--- config.mk ---
export PLATFORM = sky130hd
export DESIGN_NAME = pipeline_stall_ctrl
export DESIGN_NICKNAME = d
export VERILOG_FILES = /design/src/rtl/pipeline_stall_ctrl.sv
export SDC_FILE = /design/constraint.sdc
export NUM_CORES = 1
export LEC_CHECK = 0
export BUFFER_PORTS_ARGS = -buffer_cell sky130_fd_sc_hd__buf_4
export CAP_MARGIN = 5
export CORE_AREA = 8 8 45 47
export CTS_BUF_LIST = sky130_fd_sc_hd__clkbuf_16
export DETAILED_ROUTE_END_ITERATION = 8
export DIE_AREA = 0 0 53 55
export GPL_ROUTABILITY_DRIVEN = 0
export HOLD_SLACK_MARGIN = 0.08
export PLACE_DENSITY_LB_ADDON = 0.08
export SYNTH_ARGS = -nofsm -noshare
export SYNTH_HDL_FRONTEND = slang
export SYNTH_SLANG_ARGS = --single-unit
--- constraint.sdc ---
create_clock -name clk -period 5.7 [get_ports clk]
set_clock_uncertainty 0.05 [all_clocks]
set_input_delay 1.14 -clock clk [delete_from_list [all_inputs] [get_ports clk]]
set_output_delay 1.14 -clock clk [all_outputs]
set_load 0.1 [all_outputs]
--- src/rtl/pipeline_stall_ctrl.sv ---
// Stall controller for the five-stage pipeline.
// Produces the register enables for PC, IF/ID, ID/EXE, EXE/MEM and MEM/WB,
// and the ID/EXE bubble insert. Three stall sources are handled, highest
// priority first: data-memory wait states, load-use hazards, and HI/LO
// dependencies on a divide that is still in flight.
module pipeline_stall_ctrl #(
    parameter int DMEM_WAIT  = 0,   // extra cycles a DMEM access holds MEM
    parameter int DIV_CYCLES = 32   // divider busy time, 1..63
) (
    input  logic       clk,
    input  logic       reset,
    input  logic [4:0] id_rs_addr,
    input  logic [4:0] id_rt_addr,
    input  logic       id_uses_rs,
    input  logic       id_uses_rt,
    input  logic       id_hilo_dep,
    input  logic       exe_is_load,
    input  logic [4:0] exe_GPR_waddr,
    input  logic       exe_div_start,
    input  logic       mem_dmem_access,
    output logic       pc_ena,
    output logic       if_id_ena,
    output logic       id_exe_ena,
    output logic       id_exe_bubble,
    output logic       exe_mem_ena,
    output logic       mem_wb_ena,
    output logic       div_busy,
    output logic [1:0] stall_cause
);

    // The wait counter only has to hold DMEM_WAIT-1.
    localparam int WCW = (DMEM_WAIT > 1) ? $clog2(DMEM_WAIT) : 1;

    typedef enum logic {RUN, MEM_WAIT} state_t;

    state_t         state, state_nxt;
    logic [WCW-1:0] wait_cnt, wait_cnt_nxt;
    logic [5:0]     div_cnt, div_cnt_nxt;
    logic           lu, hl, run_ok;

    // Load-use: ID reads the register a load in EXE is about to write.
    assign lu = exe_is_load && (exe_GPR_waddr != 5'd0) &&
                ((id_uses_rs && (id_rs_addr == exe_GPR_waddr)) ||
                 (id_uses_rt && (id_rt_addr == exe_GPR_waddr)));

    // HI/LO access in ID while the divider has not produced its result.
    assign hl = id_hilo_dep && div_busy;

    // Next-state and enable decode; mem wait outranks the ID hazards.
    always_comb begin
        state_nxt     = state;
        wait_cnt_nxt  = wait_cnt;
        run_ok        = 1'b0;
        pc_ena        = 1'b0;
        if_id_ena     = 1'b0;
        id_exe_ena    = 1'b0;
        id_exe_bubble = 1'b0;
        exe_mem_ena   = 1'b0;
        mem_wb_ena    = 1'b0;
        stall_cause   = 2'd0;
        if (!reset) begin
            case (state)
                RUN: begin
                    if (mem_dmem_access && (DMEM_WAIT > 0)) begin
                        stall_cause  = 2'd3;
                        wait_cnt_nxt = WCW'(DMEM_WAIT - 1);
                        state_nxt    = MEM_WAIT;
                    end else begin
                        run_ok = 1'b1;
                    end
                end
                MEM_WAIT: begin
                    // mem_dmem_access is ignored here: the release cycle
                    // must not re-trigger on the same access.
                    if (wait_cnt != '0) begin
                        stall_cause  = 2'd3;
                        wait_cnt_nxt = wait_cnt - 1'b1;
                    end else begin
                        run_ok    = 1'b1;
                        state_nxt = RUN;
                    end
                end
                default: state_nxt = RUN;
            endcase
            if (run_ok) begin
                id_exe_ena  = 1'b1;
                exe_mem_ena = 1'b1;
                mem_wb_ena  = 1'b1;
                if (lu || hl) begin
                    id_exe_bubble = 1'b1;
                    stall_cause   = lu ? 2'd1 : 2'd2;
                end else begin
                    pc_ena    = 1'b1;
                    if_id_ena = 1'b1;
                end
            end
        end
    end

    // Divider countdown; only a div actually leaving EXE (re)starts it.
    always_comb begin
        div_cnt_nxt = div_cnt;
        if (exe_div_start && exe_mem_ena)
            div_cnt_nxt = 6'(DIV_CYCLES);
        else if (div_cnt != 6'd0)
            div_cnt_nxt = div_cnt - 6'd1;
    end

    // State, counters and registered busy flag.
    always_ff @(posedge clk or posedge reset) begin
        if (reset) begin
            state    <= RUN;
            wait_cnt <= '0;
            div_cnt  <= 6'd0;
            div_busy <= 1'b0;
        end else begin
            state    <= state_nxt;
            wait_cnt <= wait_cnt_nxt;
            div_cnt  <= div_cnt_nxt;
            div_busy <= (div_cnt_nxt != 6'd0);
        end
    end

endmodule

==> impl_metrics.tcl <==
set metrics [dict create \
    synthCells 65 \
    port_buffers 30 \
    die_x_um 53 \
    yosys_warnings 0 \
    period_share_pct 67.0 \
    ir_drop_mv 0.260 \
    start_util_pct 41.9 \
    dieArea_um2 2920 \
    cp_cell_sequence "buf_4, or4_1, o21a_1, a221oi_2, buf_4" \
    tightest_slew_ps 415 \
    post_cts_resized 0 \
    status "complete, no violations" \
    via_per_inst 4.98 \
    ys_ff_latch 7 \
    coreArea_um2 1380 \
    ys_seq_area_share_pct 30.2 \
    syn_area_per_cell_um2 8.91 \
    dr.first_iter.drc_count 8 \
    crit_arrival_ps 2630 \
    worstSetupPathType "in -> out" \
    hp-class "reg -> reg" \
    layout_common_cells "buf_4, xnor2_1, nor2_1" \
    drc 0 \
    ctsHoldBuffers 0 \
    routed_wl_um 1620 \
    finalWorstSetupSlack_ps 1880 \
    antennaDiodeCount 0 \
    cts_tree "yes" \
    synth_nets 90 \
    setup_violations 0 \
    dp_cells 108 \
    grt.overflow.total 0 \
    crit_end "if_id_ena" \
    syn_area_um2 579 \
    antenna_left 0 \
    fp.dieH_um 55 \
    grt_pass1_wl_um 2660 \
    area_growth_pct 52.1 \
    path_delay_family "simple AND/OR/NAND/NOR gates" \
    critPathSlowestCell "or4_1" \
    worstSetupPathDepth 5 \
    drv_cap 0 \
    cts_max_level 1 \
    r2r_slack_ps 3870 \
    final_common_cell "buf_4" \
    critical_path.startpoint "exe_GPR_waddr[3]" \
    clkSlewWorstSetupHoldPaths_ps 30 \
    final_cells 112 \
    numCtsBuffers 3 \
    antenna_found_initial 0 \
    slew_violations 0 \
    maxClockFrequency_ghz 0.262 \
    finalSetupTns_ps 0 \
    insertion_delay_ps 230 \
    firstDrtPassIters 4 \
    power_leakage_uw 0.000408 \
    finalHoldViolations 0 \
    crit_path_end_kind "primary output" \
    grt_pass1_vias 591 \
    powerDensity_nw_per_um2 462 \
    vias 558 \
    dp_hpwl_um 1330 \
    r2r-start "div_cnt[0]$_DFF_PP0_" \
    synth_top_area_cell "dfrtp_1" \
    drive_above_1_share_pct 37.5 \
    grt.total_usage_pct 12.6 \
    clockRootBuffer "clkbuf_16" \
    cp.required_ps 4510 \
    clock-sinks 7 \
    postCtsSetupBuffers 0 \
    synth_top_area_share_pct 30.2 \
    post_drt_wl_per_cell_um 14.5 \
    row_count 14 \
    r2r_cells 6 \
    ios 32 \
    rsz0062_at_grt "false" \
    cp-start-kind "primary input" \
    place_ws_ps 1880 \
    slew_headroom_pct 72.3 \
    r2r-end "div_busy$_DFF_PP0_" \
    clockBufferDepth 2 \
    cpPeakStageDelay_ps 510 \
    synth_area_leaders "dfrtp_1, xnor2_1, nor2_1" \
    grt_max_degree 13 \
    period_minus_slack_ps 3820 \
    crit_fanout 3 \
    final_nets 122 \
    utilization_pct 63.7 \
    crit_top_cell "buf_4" \
    cp.buffers_inverters 2 \
    ys_types 26 \
]
-- cell families after synthesis --
group | after synthesis | share of synthesized area, %
and+or+nand+nor | 25 | 21.4
xor gates and xnor gates | 14 | 21.2
AOI/OAI and AO/OA | 10 | 15.3
DFF | 7 | 30.2
buffers and inverters | 6 | 5.83
adders and majority gates | 2 | 4.32
muxes | 1 | 1.73
-- metal layers --
metal  track usage [%]  vias to the layer above  wire (um)
met5                 0                        -          0
met1              12.7                      248        647
met4              6.47                        0         24
li1                  -                      286          -
met2              20.9                       22        753
met3              6.68                        2        196
-- per-stage QoR --
| stage | hold slack [ps] | power, uW | area, um2 |
|---|---|---|---|
| 4_1_cts | 535 | 411 | 881 |
| 2_1_floorplan | 487 | 243 | 579 |
| 3_5_place_dp | 523 | 289 | 802 |
| 5_1_grt | 582 | 437 | 881 |
| 6_report | 528 | 407 | 881 |
| 3_3_place_gp | 519 | 284 | 802 |
-- sequential cells by signal, summed over array words and instances, names as in the netlist --
name / flops
div_busy: 1
div_cnt: 6
-- how the worst min path moves through the flow --
stage | start | to | slack (ps) | cells after the start
floorplan | div_cnt[4]$_DFF_PP0_ | div_cnt[4]$_DFF_PP0_ | 490 | 2
global placement | div_cnt[4]$_DFF_PP0_ | div_cnt[4]$_DFF_PP0_ | 520 | 2
global route | div_cnt[1]$_DFF_PP0_ | div_cnt[1]$_DFF_PP0_ | 580 | 2
CTS | div_cnt[4]$_DFF_PP0_ | div_cnt[4]$_DFF_PP0_ | 530 | 2
detailed placement | div_cnt[4]$_DFF_PP0_ | div_cnt[4]$_DFF_PP0_ | 520 | 2
finish | div_cnt[4]$_DFF_PP0_ | div_cnt[4]$_DFF_PP0_ | 530 | 2
-- worst register-to-register path, cell delays in order (launching register included) --
cell and delay [ps]:
dfrtp_1 410, inv_1 110, ha_1 240, xnor2_1 200
nor4b_1 370, mux2i_1 130, a21o_1 210
-- cell type report --
type,instances,area [um2]
clock buffer,3,75.1
clock inverter,1,3.75
tap,16,20.0
timing repair buffer,30,225
multi-input combinational,52,370
fill,117,503
sequential,7,175
inverter,3,11.3
-- Yosys cell counts --
| library cell | instances |
|---|---|
| ha_1 | 2 |
| a21boi_0 | 1 |
| a221oi_2 | 1 |
| dfrtp_1 | 7 |
| or4_1 | 1 |
| o21a_1 | 1 |
| nor3_1 | 1 |
| o22ai_1 | 2 |
| nor2_1 | 9 |
| xor2_1 | 1 |
| a21o_1 | 1 |
| o22a_1 | 1 |
| nand2b_1 | 1 |
| xnor2_1 | 13 |
| buf_4 | 3 |
| nor4b_1 | 1 |
| a211oi_2 | 1 |
| a211oi_1 | 1 |
| inv_1 | 3 |
| nor3_2 | 1 |
| a311o_1 | 1 |
| nor2b_1 | 1 |
| mux2i_1 | 1 |
| nand3b_1 | 1 |
| nand2_1 | 7 |
| nand4_1 | 2 |
-- where the power goes --
group          leakage [uW]  internal (uW)  switching, uW  total, uW
Sequential        0.0000822           72.0           23.3       95.3
Combinational      0.000283           75.8            119        195
Clock             0.0000423           91.1           25.8        117
No activity file was read; power rests on OpenSTA's default activity.
